## src/rtl/tmz_video_pkg.sv

```systemverilog
// rtl/tmz_video_pkg.sv - shared types and constants for the auto-contrast controller
package tmz_video_pkg;

  typedef enum logic [2:0] {
    ST_IDLE,
    ST_ACCUM,
    ST_DECIDE,
    ST_PULSE,
    ST_HOLD
  } acc_state_e;

  typedef logic [7:0] pix8_t;

  localparam logic [9:0] LUMA_WR    = 10'd1;
  localparam logic [9:0] LUMA_WG    = 10'd2;
  localparam logic [9:0] LUMA_WB    = 10'd1;
  localparam int         LUMA_SHIFT = 2;

  localparam logic [3:0] LEVEL_MIN = 4'h0;
  localparam logic [3:0] LEVEL_MAX = 4'hF;

  // Weighted sum peaks at 4*255, so 10 bits never overflow.
  function automatic pix8_t luma8(input pix8_t r, input pix8_t g, input pix8_t b);
    logic [9:0] sum;
    logic [9:0] sh;
    sum = {2'b00, r} * LUMA_WR + {2'b00, g} * LUMA_WG + {2'b00, b} * LUMA_WB;
    sh  = sum >> LUMA_SHIFT;
    return sh[7:0];
  endfunction

endpackage

```

## src/rtl/luma_minmax.sv

```systemverilog
// rtl/luma_minmax.sv - per-frame luma min/max tracking and spread latch
module luma_minmax
  import tmz_video_pkg::*;
(
  input  logic  clk,
  input  logic  rst_n,
  input  logic  i_frame_start,
  input  logic  i_pix_valid,
  input  pix8_t i_r,
  input  pix8_t i_g,
  input  pix8_t i_b,
  output pix8_t o_spread,
  output logic  o_had_pix
);

  pix8_t w_y;
  pix8_t r_ymin;
  pix8_t r_ymax;
  pix8_t r_spread;
  logic  r_any;
  logic  r_had_pix;

  assign w_y       = luma8(i_r, i_g, i_b);
  assign o_spread  = r_spread;
  assign o_had_pix = r_had_pix;

  always_ff @(posedge clk or negedge rst_n) begin
    if (!rst_n) begin
      r_ymin    <= 8'hFF;
      r_ymax    <= 8'h00;
      r_any     <= 1'b0;
      r_spread  <= 8'h00;
      r_had_pix <= 1'b0;
    end else if (i_frame_start) begin
      r_spread  <= r_any ? (r_ymax - r_ymin) : 8'h00;
      r_had_pix <= r_any;
      // A pixel coinciding with frame_start opens the new frame.
      r_ymin    <= i_pix_valid ? w_y : 8'hFF;
      r_ymax    <= i_pix_valid ? w_y : 8'h00;
      r_any     <= i_pix_valid;
    end else if (i_pix_valid) begin
      if (w_y < r_ymin) r_ymin <= w_y;
      if (w_y > r_ymax) r_ymax <= w_y;
      r_any <= 1'b1;
    end
  end

endmodule

```

## src/rtl/auto_contrast_ctrl.sv

```systemverilog
// rtl/auto_contrast_ctrl.sv - closed-loop contrast inc/dec requester with manual key override
// Optional frame hold-off after each request: AUTO_CONTRAST_HOLDOFF_EN.
module auto_contrast_ctrl
  import tmz_video_pkg::*;
#(
  parameter logic [7:0] LOW_TH         = 8'd96,
  parameter logic [7:0] HIGH_TH        = 8'd224,
  parameter int         HOLDOFF_FRAMES = 4
) (
  input  logic       clk,
  input  logic       rst_n,
  input  logic       enable,
  input  logic       frame_start,
  input  logic       pix_valid,
  input  logic [7:0] r,
  input  logic [7:0] g,
  input  logic [7:0] b,
  input  logic [3:0] level_in,
  input  logic       key_inc,
  input  logic       key_dec,
  output logic       inc,
  output logic       dec,
  output logic [7:0] spread,
  output logic       frame_seen
);

  acc_state_e r_state;
  logic       r_inc;
  logic       r_dec;
  logic       r_started;
  logic       r_seen;
  pix8_t      w_spread;
  logic       w_had_pix;
  logic       w_key;
  logic       w_want_inc;
  logic       w_want_dec;

`ifdef AUTO_CONTRAST_HOLDOFF_EN
  localparam int CNT_W = (HOLDOFF_FRAMES > 0) ? $clog2(HOLDOFF_FRAMES + 1) : 1;
  localparam logic [CNT_W-1:0] HOLD_LOAD = CNT_W'(HOLDOFF_FRAMES);
  logic [CNT_W-1:0] r_hold_cnt;
`else
  logic w_unused_holdoff;
  assign w_unused_holdoff = (HOLDOFF_FRAMES != 0);
`endif

  luma_minmax u_stats (
    .clk          (clk),
    .rst_n        (rst_n),
    .i_frame_start(frame_start),
    .i_pix_valid  (pix_valid),
    .i_r          (r),
    .i_g          (g),
    .i_b          (b),
    .o_spread     (w_spread),
    .o_had_pix    (w_had_pix)
  );

  assign w_key      = key_inc | key_dec;
  assign w_want_inc = w_had_pix && (w_spread < LOW_TH) && (level_in < LEVEL_MAX);
  assign w_want_dec = w_had_pix && (w_spread > HIGH_TH) && (level_in > LEVEL_MIN);

  assign inc        = r_inc;
  assign dec        = r_dec;
  assign spread     = w_spread;
  assign frame_seen = r_seen;

  always_ff @(posedge clk or negedge rst_n) begin
    if (!rst_n) begin
      r_state   <= ST_IDLE;
      r_inc     <= 1'b0;
      r_dec     <= 1'b0;
      r_started <= 1'b0;
      r_seen    <= 1'b0;
`ifdef AUTO_CONTRAST_HOLDOFF_EN
      r_hold_cnt <= '0;
`endif
    end else begin
      r_inc <= 1'b0;
      r_dec <= 1'b0;
      if (frame_start) begin
        r_started <= 1'b1;
        if (r_started) r_seen <= 1'b1;
      end
      // Manual keys win over anything the FSM would issue this cycle.
      if (w_key) begin
        r_inc <= key_inc;
        r_dec <= ~key_inc;
`ifdef AUTO_CONTRAST_HOLDOFF_EN
        r_hold_cnt <= HOLD_LOAD;
        r_state    <= (HOLD_LOAD != '0) ? ST_HOLD : ST_ACCUM;
`else
        r_state    <= ST_ACCUM;
`endif
      end else begin
        case (r_state)
          ST_IDLE:   if (frame_start) r_state <= ST_ACCUM;
          ST_ACCUM:  if (frame_start) r_state <= ST_DECIDE;
          ST_DECIDE: begin
            if (enable && (w_want_inc || w_want_dec)) begin
              r_state <= ST_PULSE;
              r_inc   <= w_want_inc;
              r_dec   <= w_want_dec & ~w_want_inc;
`ifdef AUTO_CONTRAST_HOLDOFF_EN
              r_hold_cnt <= HOLD_LOAD;
`endif
            end else begin
              r_state <= ST_ACCUM;
            end
          end
`ifdef AUTO_CONTRAST_HOLDOFF_EN
          ST_PULSE:  r_state <= (r_hold_cnt != '0) ? ST_HOLD : ST_ACCUM;
          ST_HOLD: begin
            if (frame_start) begin
              if (r_hold_cnt > CNT_W'(1)) begin
                r_hold_cnt <= r_hold_cnt - CNT_W'(1);
              end else begin
                r_hold_cnt <= '0;
                r_state    <= ST_ACCUM;
              end
            end
          end
`else
          ST_PULSE:  r_state <= ST_ACCUM;
`endif
          default:   r_state <= ST_IDLE;
        endcase
      end
    end
  end

endmodule
```

## config.mk

```make
export PLATFORM = sky130hd
export DESIGN_NAME = auto_contrast_ctrl
export DESIGN_NICKNAME = d
export VERILOG_FILES = /design/src/rtl/tmz_video_pkg.sv /design/src/rtl/luma_minmax.sv /design/src/rtl/auto_contrast_ctrl.sv
export SDC_FILE = /design/constraint.sdc
export NUM_CORES = 1
export LEC_CHECK = 0
export CAP_MARGIN = 15
export CORE_MARGIN = 4
export CORE_UTILIZATION = 40
export DETAILED_ROUTE_END_ITERATION = 8
export PLACE_DENSITY = 0.67
export SLEW_MARGIN = 20
export SYNTH_ARGS = -nofsm -noshare
export SYNTH_HDL_FRONTEND = slang
export SYNTH_SLANG_ARGS = --single-unit
```

## constraint.sdc

```tcl
create_clock -name clk -period 2.05 [get_ports clk]
set_clock_uncertainty 0.15 [all_clocks]
set_input_delay 0.41 -clock clk [delete_from_list [all_inputs] [get_ports clk]]
set_output_delay 0.41 -clock clk [all_outputs]
set_load 0.005 [all_outputs]
```

==> impl_metrics.toml <==
[status]
outcome = "complete, but fails checks"
violations = "setup timing"

[layout]
mostFrequentLayoutCells = "45 x buf_4, 29 x clkdlybuf4s50_1, 24 x dfrtp_1, 22 x inv_1, 15 x ha_1"
drive_gt1_frac = 0.435
final_common_cell = "buf_4"
nets = 426
stdcell_area_mm2 = 0.00402
synthToLayoutAreaGrowth_pct = 62.6
final_cells = 429
diodes = 0

[placed_design]
dpl.cell_count = 407
routabilityCongestion = 0.840
dp_slack_ns = -2.26
portBuffers = 45
place_hpwl_mm = 4.46
dpl_cell_area_mm2 = 0.00335

[power_and_ir_drop]
power_density_mw_per_mm2 = 1280
peakVddDrop_mv = 0.536
p_leak_nw = 1.72
power_w = 0.00513

[min_path]
hold_start = "frame_seen$_DFFE_PN0P_"
hp-class = "flop to flop"
holdPathStages = 1
holdPathEnd = "frame_seen$_DFFE_PN0P_"

[grt]
grt_pass1_vias = 2358
grt_pass1_wl_mm = 10.5
antenna_found_initial = 0
grt_start_max_net_pins = 33
overflow = 0
grt.total_usage = 0.177

[yosys]
ys_ff_latch = 32
syn_area_per_cell_um2 = 9.73
synth_nets = 327
synth.distinct_cells = 48
syn_area_mm2 = 0.00247
ys.warnings.count = 0
ys_seq_area_frac = 0.328
syn_inst = 254

[floorplanning]
dieArea_mm2 = 0.00750
num_io_pins = 46
fp.dieW_um = 86.6
row_count = 28
core_mm2 = 0.00596
start_util = 0.415
die_h_um = 86.6

[clock_tree]
clk_latency_ns = 0.29
cts_buffers = 5
cts_hold_buf = 0
cts_root_buf = "clkbuf_8"
cts_max_level = 2
cts_buffer_depth = 2
clkSinkCount = 32
path_clk_slew_ns = 0.07
cts_tree = "yes"

[sta]
period_share = 1.75
hold_viol = 0
rsz0062_at_grt = "yes"
tightest_slew_ns = 0.481
max_freq_ghz = 0.279
setup_viol = 18
slew_headroom = 0.680
period_needed_ns = 3.58
setup_ws_ns = -1.53
report.final.slew_viol_count = 0

[critical_path]
startpoint_type = "input pin"
critPathArrivalTime_ns = 3.64
worstPathMaxFanout = 7
crit_path_end_kind = "flop"
rr_endpoint = "u_stats.r_ymax[1]$_DFFE_PN0P_"
crit_required_ns = 2.11
worstSetupPathType = "input pin to flop"
r2r_cells = 10
rrSetupSlack_ns = -0.33
r2r-start = "u_stats.r_ymax[1]$_DFFE_PN0P_"

[routing]
vias = 2243
wl_mm = 6.55
drc = 0
drt_iter0_drc = 93
postRouteAntennaNets = 0
wl_per_cell_um = 15.3
via_per_inst = 5.23
first_pass_iters = 4

[run]
drv_cap = 0
==> final cells by class <==
cell class	instances	area, µm²
sequential	32	811
clock inverter	2	10.0
tap	75	93.8
fill	456	1940
inverter	30	123
multi-input combinational	187	2050
clock buffer	6	82.6
timing repair buffer	97	855
==> cells in the mapped netlist (all sizes together) <==
cell / n / area, µm²
a211oi: 4 / 35.0
a21o: 6 / 46.3
a21oi: 16 / 87.6
a311oi: 2 / 23.8
a31oi: 7 / 43.8
a32oi: 1 / 16.3
a41oi: 1 / 8.76
and2: 2 / 12.5
and3: 1 / 6.26
buf: 4 / 31.3
clkbuf: 1 / 3.75
dfrtp: 24 / 601
dfstp: 8 / 210
fa: 9 / 180
ha: 29 / 363
inv: 30 / 113
mux2i: 2 / 20.0
nand2: 17 / 63.8
nand2b: 9 / 56.3
nand3: 1 / 5.00
nand3b: 5 / 37.5
nand4: 3 / 18.8
nand4b: 2 / 17.5
nor2: 16 / 60.1
nor2b: 2 / 12.5
nor3: 3 / 26.3
nor4: 2 / 12.5
o211ai: 2 / 15.0
o21a: 1 / 7.51
o21ai: 11 / 55.1
o21bai: 1 / 7.51
o221a: 1 / 20.0
o2bb2ai: 8 / 70.1
o31ai: 6 / 45.0
or2: 2 / 12.5
or4: 3 / 22.5
xnor2: 6 / 52.6
xor2: 6 / 52.6
==> timing repair <==
| action | in CTS | in global routing |
|---|---|---|
| gates cloned | 2 | 0 |
| buffers inserted | 9 | 6 |
| pin swaps | 40 | 23 |
| resized for setup | 85 | 54 |
| setup endpoints to repair | 19 | 20 |
==> worst max-delay path: stages <==
cell and delay (ns):
buf_8 0.08, inv_8 0.02, fa_1 0.53, nand3b_1 0.13, fa_2 0.21, nand2b_4 0.14, a21oi_4 0.07, buf_6 0.11
or4_4 0.50, a21o_4 0.24, ha_4 0.24, nand2_2 0.07, nand3b_1 0.20, a32oi_4 0.31, buf_12 0.20, nor2_4 0.04
a31oi_1 0.14
==> sequential cells by signal, indices dropped and copies added (netlist names) <==
signal             count
u_stats.o_had_pix      1
u_stats.r_ymax         8
u_stats.o_spread       8
inc                    1
r_state                2
u_stats.r_any          1
r_started              1
u_stats.r_ymin         8
frame_seen             1
dec                    1
==> stage by stage <==
| step | hold WS, ns | setup TNS (ns) | utilization |
|---|---|---|---|
| 3_5_place_dp | 0.297 | -36.32 | 0.563 |
| 2_1_floorplan | -0.0356 | -24.82 | - |
| 5_1_grt | 0.341 | -26.09 | 0.675 |
| 4_1_cts | 0.309 | -24.85 | 0.638 |
| 6_report | 0.306 | -24.22 | 0.675 |
| 3_3_place_gp | 0.289 | -34.75 | 0.563 |
==> report_power, final <==
part	total (W)	switching, W	internal (W)
clock	0.000498	0.000231	0.000267
sequential	0.00114	0.000237	0.000903
combinational	0.00350	0.00165	0.00184
total	0.00513	0.00212	0.00301
==> routing by layer <==
layer	up-vias	wire, µm	GRT usage
met2	63	3490	0.323
met5	-	0	0
li1	1107	-	-
met1	1062	2520	0.185
met4	0	204	0.109
met3	11	333	0.0361
==> worst max path at each step <==
stage          start                            end  slack [ns]  cells past startpoint
4_1_cts         b[1]  u_stats.r_ymax[2]$_DFFE_PN0P_       -1.62                     18
3_3_place_gp    b[1]  u_stats.r_ymax[1]$_DFFE_PN0P_       -2.19                     19
2_1_floorplan   b[1]  u_stats.r_ymax[1]$_DFFE_PN0P_       -1.61                     18
5_1_grt         b[1]  u_stats.r_ymin[4]$_DFFE_PN1P_       -1.66                     17
3_5_place_dp    b[1]  u_stats.r_ymin[6]$_DFFE_PN1P_       -2.26                     17
6_report        b[1]  u_stats.r_ymin[2]$_DFFE_PN1P_       -1.53                     17
==> cells by family after synthesis <==
kind of cell             synth area share
adder cells (fa/ha/maj)             0.220
AND/OR/NAND/NOR                     0.147
XOR/XNOR                           0.0425
flip-flops                          0.328
multiplexers                      0.00810
AO/OA/AOI/OAI                       0.195
buffers and inverters              0.0597
No activity file was read; power rests on OpenSTA's default activity.
